## config.mk

```make
export PLATFORM = sky130hd
export DESIGN_NAME = inst_prefetch
export DESIGN_NICKNAME = d
export VERILOG_FILES = /design/src/rtl/inst_prefetch.sv
export SDC_FILE = /design/constraint.sdc
export NUM_CORES = 1
export LEC_CHECK = 0
export BUFFER_PORTS_ARGS = -buffer_cell sky130_fd_sc_hd__buf_4
export CAP_MARGIN = 20
export CORE_ASPECT_RATIO = 0.9
export CORE_MARGIN = 2
export CORE_UTILIZATION = 40
export CTS_BUF_LIST = sky130_fd_sc_hd__clkbuf_8
export DETAILED_ROUTE_END_ITERATION = 10
export PLACE_DENSITY = 0.63
export SYNTH_ARGS = -nofsm -noshare
export SYNTH_HDL_FRONTEND = slang
export SYNTH_SLANG_ARGS = --single-unit
```

## constraint.sdc

```tcl
create_clock -name clk -period 4.7 [get_ports clk]
set_clock_uncertainty 0.15 [all_clocks]
set_input_delay 0.235 -clock clk [delete_from_list [all_inputs] [get_ports clk]]
set_output_delay 0.235 -clock clk [all_outputs]
set_load 0.01 [all_outputs]
```

## src/rtl/inst_prefetch.sv

```systemverilog
// Instruction prefetch queue: fetches sequential words from the instruction
// ROM into a small FIFO of {pc, inst} pairs and presents the head to the core.
// A flush from the core redirects fetching and discards everything queued.
module inst_prefetch #(
    parameter int unsigned DEPTH    = 4,
    parameter logic [31:0] RESET_PC = 32'h0000_0000
) (
    input  logic                     clk,
    input  logic                     rst,
    output logic                     rom_ce_o,
    output logic [31:0]              rom_addr_o,
    input  logic [31:0]              rom_data_i,
    input  logic                     flush_i,
    input  logic [31:0]              flush_pc_i,
    output logic                     inst_valid_o,
    input  logic                     inst_ready_i,
    output logic [31:0]              inst_o,
    output logic [31:0]              inst_pc_o,
    output logic [$clog2(DEPTH):0]   count_o
);

    localparam int unsigned PW = $clog2(DEPTH);
    localparam int unsigned CW = PW + 1;
    localparam logic [CW-1:0] DEPTH_C = CW'(DEPTH);

    typedef enum logic [0:0] {
        ST_BOOT = 1'b0,
        ST_RUN  = 1'b1
    } state_e;

    state_e          state_q, state_d;
    logic [31:0]     fetch_pc_q, fetch_pc_d;
    logic [PW-1:0]   wr_ptr_q, wr_ptr_d;
    logic [PW-1:0]   rd_ptr_q, rd_ptr_d;
    logic [CW-1:0]   count_q, count_d;
    logic [31:0]     pc_mem_q   [DEPTH];
    logic [31:0]     inst_mem_q [DEPTH];

    logic            valid_s;
    logic            push_s;
    logic            pop_s;
    logic [31:0]     redirect_pc_s;

    // Head is only exposed while out of reset so nothing leaks during reset.
    assign valid_s       = rst && (count_q != {CW{1'b0}});
    // Redirect target forced to a word boundary.
    assign redirect_pc_s = flush_pc_i & 32'hFFFF_FFFC;

    // Next-state logic: FSM, fetch pointer, queue pointers and occupancy.
    always_comb begin
        state_d    = state_q;
        fetch_pc_d = fetch_pc_q;
        wr_ptr_d   = wr_ptr_q;
        rd_ptr_d   = rd_ptr_q;
        count_d    = count_q;
        push_s     = 1'b0;
        pop_s      = 1'b0;
        case (state_q)
            ST_BOOT: begin
                state_d = ST_RUN;
                if (flush_i) begin
                    fetch_pc_d = redirect_pc_s;
                end else begin
                    fetch_pc_d = fetch_pc_q;
                end
            end
            ST_RUN: begin
                if (flush_i) begin
                    fetch_pc_d = redirect_pc_s;
                    wr_ptr_d   = {PW{1'b0}};
                    rd_ptr_d   = {PW{1'b0}};
                    count_d    = {CW{1'b0}};
                end else begin
                    pop_s  = valid_s && inst_ready_i;
                    // A pop frees a slot this same cycle, so a full queue keeps streaming.
                    push_s = rst && ((count_q < DEPTH_C) || pop_s);
                    if (push_s) begin
                        fetch_pc_d = fetch_pc_q + 32'd4;
                        wr_ptr_d   = wr_ptr_q + PW'(1);
                    end else begin
                        fetch_pc_d = fetch_pc_q;
                    end
                    if (pop_s) begin
                        rd_ptr_d = rd_ptr_q + PW'(1);
                    end else begin
                        rd_ptr_d = rd_ptr_q;
                    end
                    if (push_s && !pop_s) begin
                        count_d = count_q + CW'(1);
                    end else if (pop_s && !push_s) begin
                        count_d = count_q - CW'(1);
                    end else begin
                        count_d = count_q;
                    end
                end
            end
            default: begin
                state_d = ST_BOOT;
            end
        endcase
    end

    // Control state register with synchronous active-low reset.
    always_ff @(posedge clk) begin
        if (!rst) begin
            state_q    <= ST_BOOT;
            fetch_pc_q <= RESET_PC;
            wr_ptr_q   <= {PW{1'b0}};
            rd_ptr_q   <= {PW{1'b0}};
            count_q    <= {CW{1'b0}};
        end else begin
            state_q    <= state_d;
            fetch_pc_q <= fetch_pc_d;
            wr_ptr_q   <= wr_ptr_d;
            rd_ptr_q   <= rd_ptr_d;
            count_q    <= count_d;
        end
    end

    // Queue storage: capture the fetched word and its address at the tail.
    always_ff @(posedge clk) begin
        if (push_s) begin
            pc_mem_q[wr_ptr_q]   <= fetch_pc_q;
            inst_mem_q[wr_ptr_q] <= rom_data_i;
        end
    end

    // Head presentation, zeroed when the queue is empty.
    always_comb begin
        inst_o    = 32'h0000_0000;
        inst_pc_o = 32'h0000_0000;
        if (valid_s) begin
            inst_o    = inst_mem_q[rd_ptr_q];
            inst_pc_o = pc_mem_q[rd_ptr_q];
        end else begin
            inst_o    = 32'h0000_0000;
            inst_pc_o = 32'h0000_0000;
        end
    end

    assign rom_ce_o     = push_s;
    assign rom_addr_o   = fetch_pc_q;
    assign inst_valid_o = valid_s;
    assign count_o      = count_q;

endmodule

```

==> impl_metrics.yaml <==
run_status:
  status: "finished, final reports clean"
cts:
  root_buffer: "clkbuf_8"
  path_clk_slew_ns: 0.06
  postCtsSetupBuffers: 0
  cts_buffers: 47
  clkLatencyLatePin_ns: 0.55
  htreeDepth: 2
  cts_resized: 0
  tritoncts: "yes"
  max-clock-path-buffers: 3
  cts_sinks: 288
  cts_hold_buf: 82
global_routing:
  grt_pass1_vias: 7109
  antenna_found_initial: 0
  track_usage_pct: 17.6
  grt_max_degree: 65
  overflow: 0
  grt_pass1_wl_mm: 40.5
place:
  placed_area_um2: 13100
  place_inst: 1166
  gp_congestion: 0.806
  dp_hpwl_mm: 14.7
  numPortBuffers: 162
synthesis:
  synth_flop_cell: "edfxtp_1"
  synth_area_leaders: "edfxtp_1 64%, mux4_2 12%, dfxtp_1 6.9%"
  ys_warn_count: 0
  synth_largest_area_cell: "edfxtp_1"
  postSynthAreaPerCell_um2: 17.3
  syn_inst: 668
  ys_async_sr_fraction_pct: 0
  synth_top_area_share_pct: 64.4
  ys_ff_latch: 288
  synth_edf_count: 248
  synth_area_um2: 11600
  synthTopCellsByCount: "248 x edfxtp_1, 71 x and2_1, 62 x mux4_2"
  yosysSeqAreaShare_pct: 71.3
  synth_most_common_cell: "edfxtp_1"
  ys_types: 51
power:
  power_density_nw_per_um2: 347
  ir_worst_vdd_uv: 174
  p_leak_uw: 0.00523
hold_path:
  min-delay-start: "flush_i"
  hold_class: "input pin to flop"
  min_to: "rom_addr_o[21]"
  min_delay_path_depth: 3
layout:
  area_growth_pct: 27.9
  multi_input_area_um2: 3120
  ff_latch_area_um2: 8260
  drive_gt1_share_pct: 31.9
  diodes: 0
  stdcell_count: 1334
  design_area_um2: 14800
  nNetsFinal: 1005
  fill_cells: 2378
sta:
  max_slew.worst_pin.slew_ns: 1.05
  finalSetupViolCount: 0
  fin_crit_sh_pct: 67.2
  period_minus_slack_ns: 3.16
  relSlewSlack_pct: 29.8
  final_hold_viol_count: 0
  rsz0062_at_grt: "false"
  drv_slew: 0
  max_freq_mhz: 316
  setup_tns_ns: 0
floorplanning:
  chipWidth_um: 183
  pin_count: 169
  die_area_um2: 30300
  start_util_pct: 40.4
  die_height_um: 165
  row_count: 59
  core-area_um2: 28600
route:
  vias: 6936
  wl_per_cell_um: 19.9
  drtIter0Drc: 412
  vias_per_cell: 5.20
  ant_nets: 0
  first_pass_iters: 7
  drt-total-wl_mm: 26.5
  drc: 0
critical_path:
  required_ns: 4.32
  regToRegSetupSlack_ns: 1.56
  path_class: "flop to output pin"
  worstReg2RegStart: "state_q"
  end_kind: "output pin"
  r2r_cells: 4
  reg2reg_to: "inst_mem_q[0][17]"
  cp_max_fo: 39
  crit_arrival_ns: 2.78
  crit_path_start_kind: "flop"
run:
  drv_cap: 0
-- worst max-delay path, cell delays in order (launching register included) --
cell     delay [ns]
dfxtp_4        0.91
buf_4          0.42
mux4_2         0.56
and2_1         0.17
buf_4          0.14
-- registers in the layout, summed over array words and instances, names as in the netlist, named ones only --
name	count
rom_addr_o	30
pc_mem_q	120
state_q	1
count_o	3
wr_ptr_q	2
inst_mem_q	128
rd_ptr_q	2
-- cells by family (layout without fill, tap and decap cells) --
logic type      count (synthesis)  after routing  share of synthesized area [%]
compound gates                 72             72                           4.22
xor+xnor                       16             16                           1.21
fa+ha+maj                       6              6                          0.714
buf+inv                        52            349                           1.89
flops                         288            288                           71.3
mux                            63             63                           12.2
other cells                     1              4                         0.0324
simple gates                  170            170                           8.43
-- how the worst max path moves through the flow --
| stage | to | slack (ns) | cells after the start |
|---|---|---|---|
| 2_1_floorplan | inst_mem_q[0][0] | 1.45 | 6 |
| 3_3_place_gp | inst_mem_q[1][14] | 1.59 | 5 |
| 3_5_place_dp | inst_mem_q[0][14] | 1.56 | 5 |
| 4_1_cts | inst_o[30] | 1.41 | 4 |
| 5_1_grt | inst_o[30] | 1.29 | 4 |
| 6_report | inst_o[30] | 1.54 | 4 |
-- per-stage QoR --
step                      utilization (%)  power, µW  hold WS [ns]  worst slack [ns]
after floorplan                         -       3040         0.113              1.45
after global placement               45.9       3190         0.288              1.59
after detailed placement             45.9       3200         0.290              1.56
after CTS                            51.6       5190        0.0218              1.41
after global routing                 51.6       5340        0.0488              1.29
final                                51.6       5130        0.0484              1.54
-- area by class of cell --
class,instances,share of cell area [%]
repair buffers,249,14.0
inverters,14,0.355
clock inverters,37,1.07
well taps,366,3.10
multi-input cells,331,21.1
flip-flops and latches,288,55.8
clock buffers,49,4.56
-- cell usage in the layout (no fill, tap or decap), types with 10 or more instances in the layout --
| cell | Yosys | final |
|---|---|---|
| edfxtp_1 | 248 | 248 |
| buf_4 | 4 | 167 |
| dlygate4sd3_1 | 0 | 82 |
| and2_1 | 71 | 67 |
| mux4_2 | 62 | 62 |
| clkbuf_8 | 0 | 49 |
| dfxtp_1 | 40 | 38 |
| inv_1 | 14 | 23 |
| nand2_1 | 23 | 23 |
| o21ai_0 | 22 | 22 |
| nor2_1 | 19 | 19 |
| nand3_1 | 17 | 17 |
| clkinv_1 | 0 | 16 |
| a21oi_1 | 13 | 13 |
| xnor2_1 | 11 | 11 |
| clkinv_2 | 0 | 11 |
| nand4_1 | 10 | 10 |
| a211oi_1 | 10 | 10 |
-- power by group --
group          total (µW)  switching [µW]  internal (µW)
Combinational         321             144            177
Clock                1930             963            970
Sequential           2880            55.4           2820
-- metal layers --
metal  track usage, %  share of wire (%)
met1             24.2                 44
met2             28.9                 48
met3             3.62                5.6
met4             5.02                1.8
met5                0                  0
No activity file was read; power rests on OpenSTA's default activity.
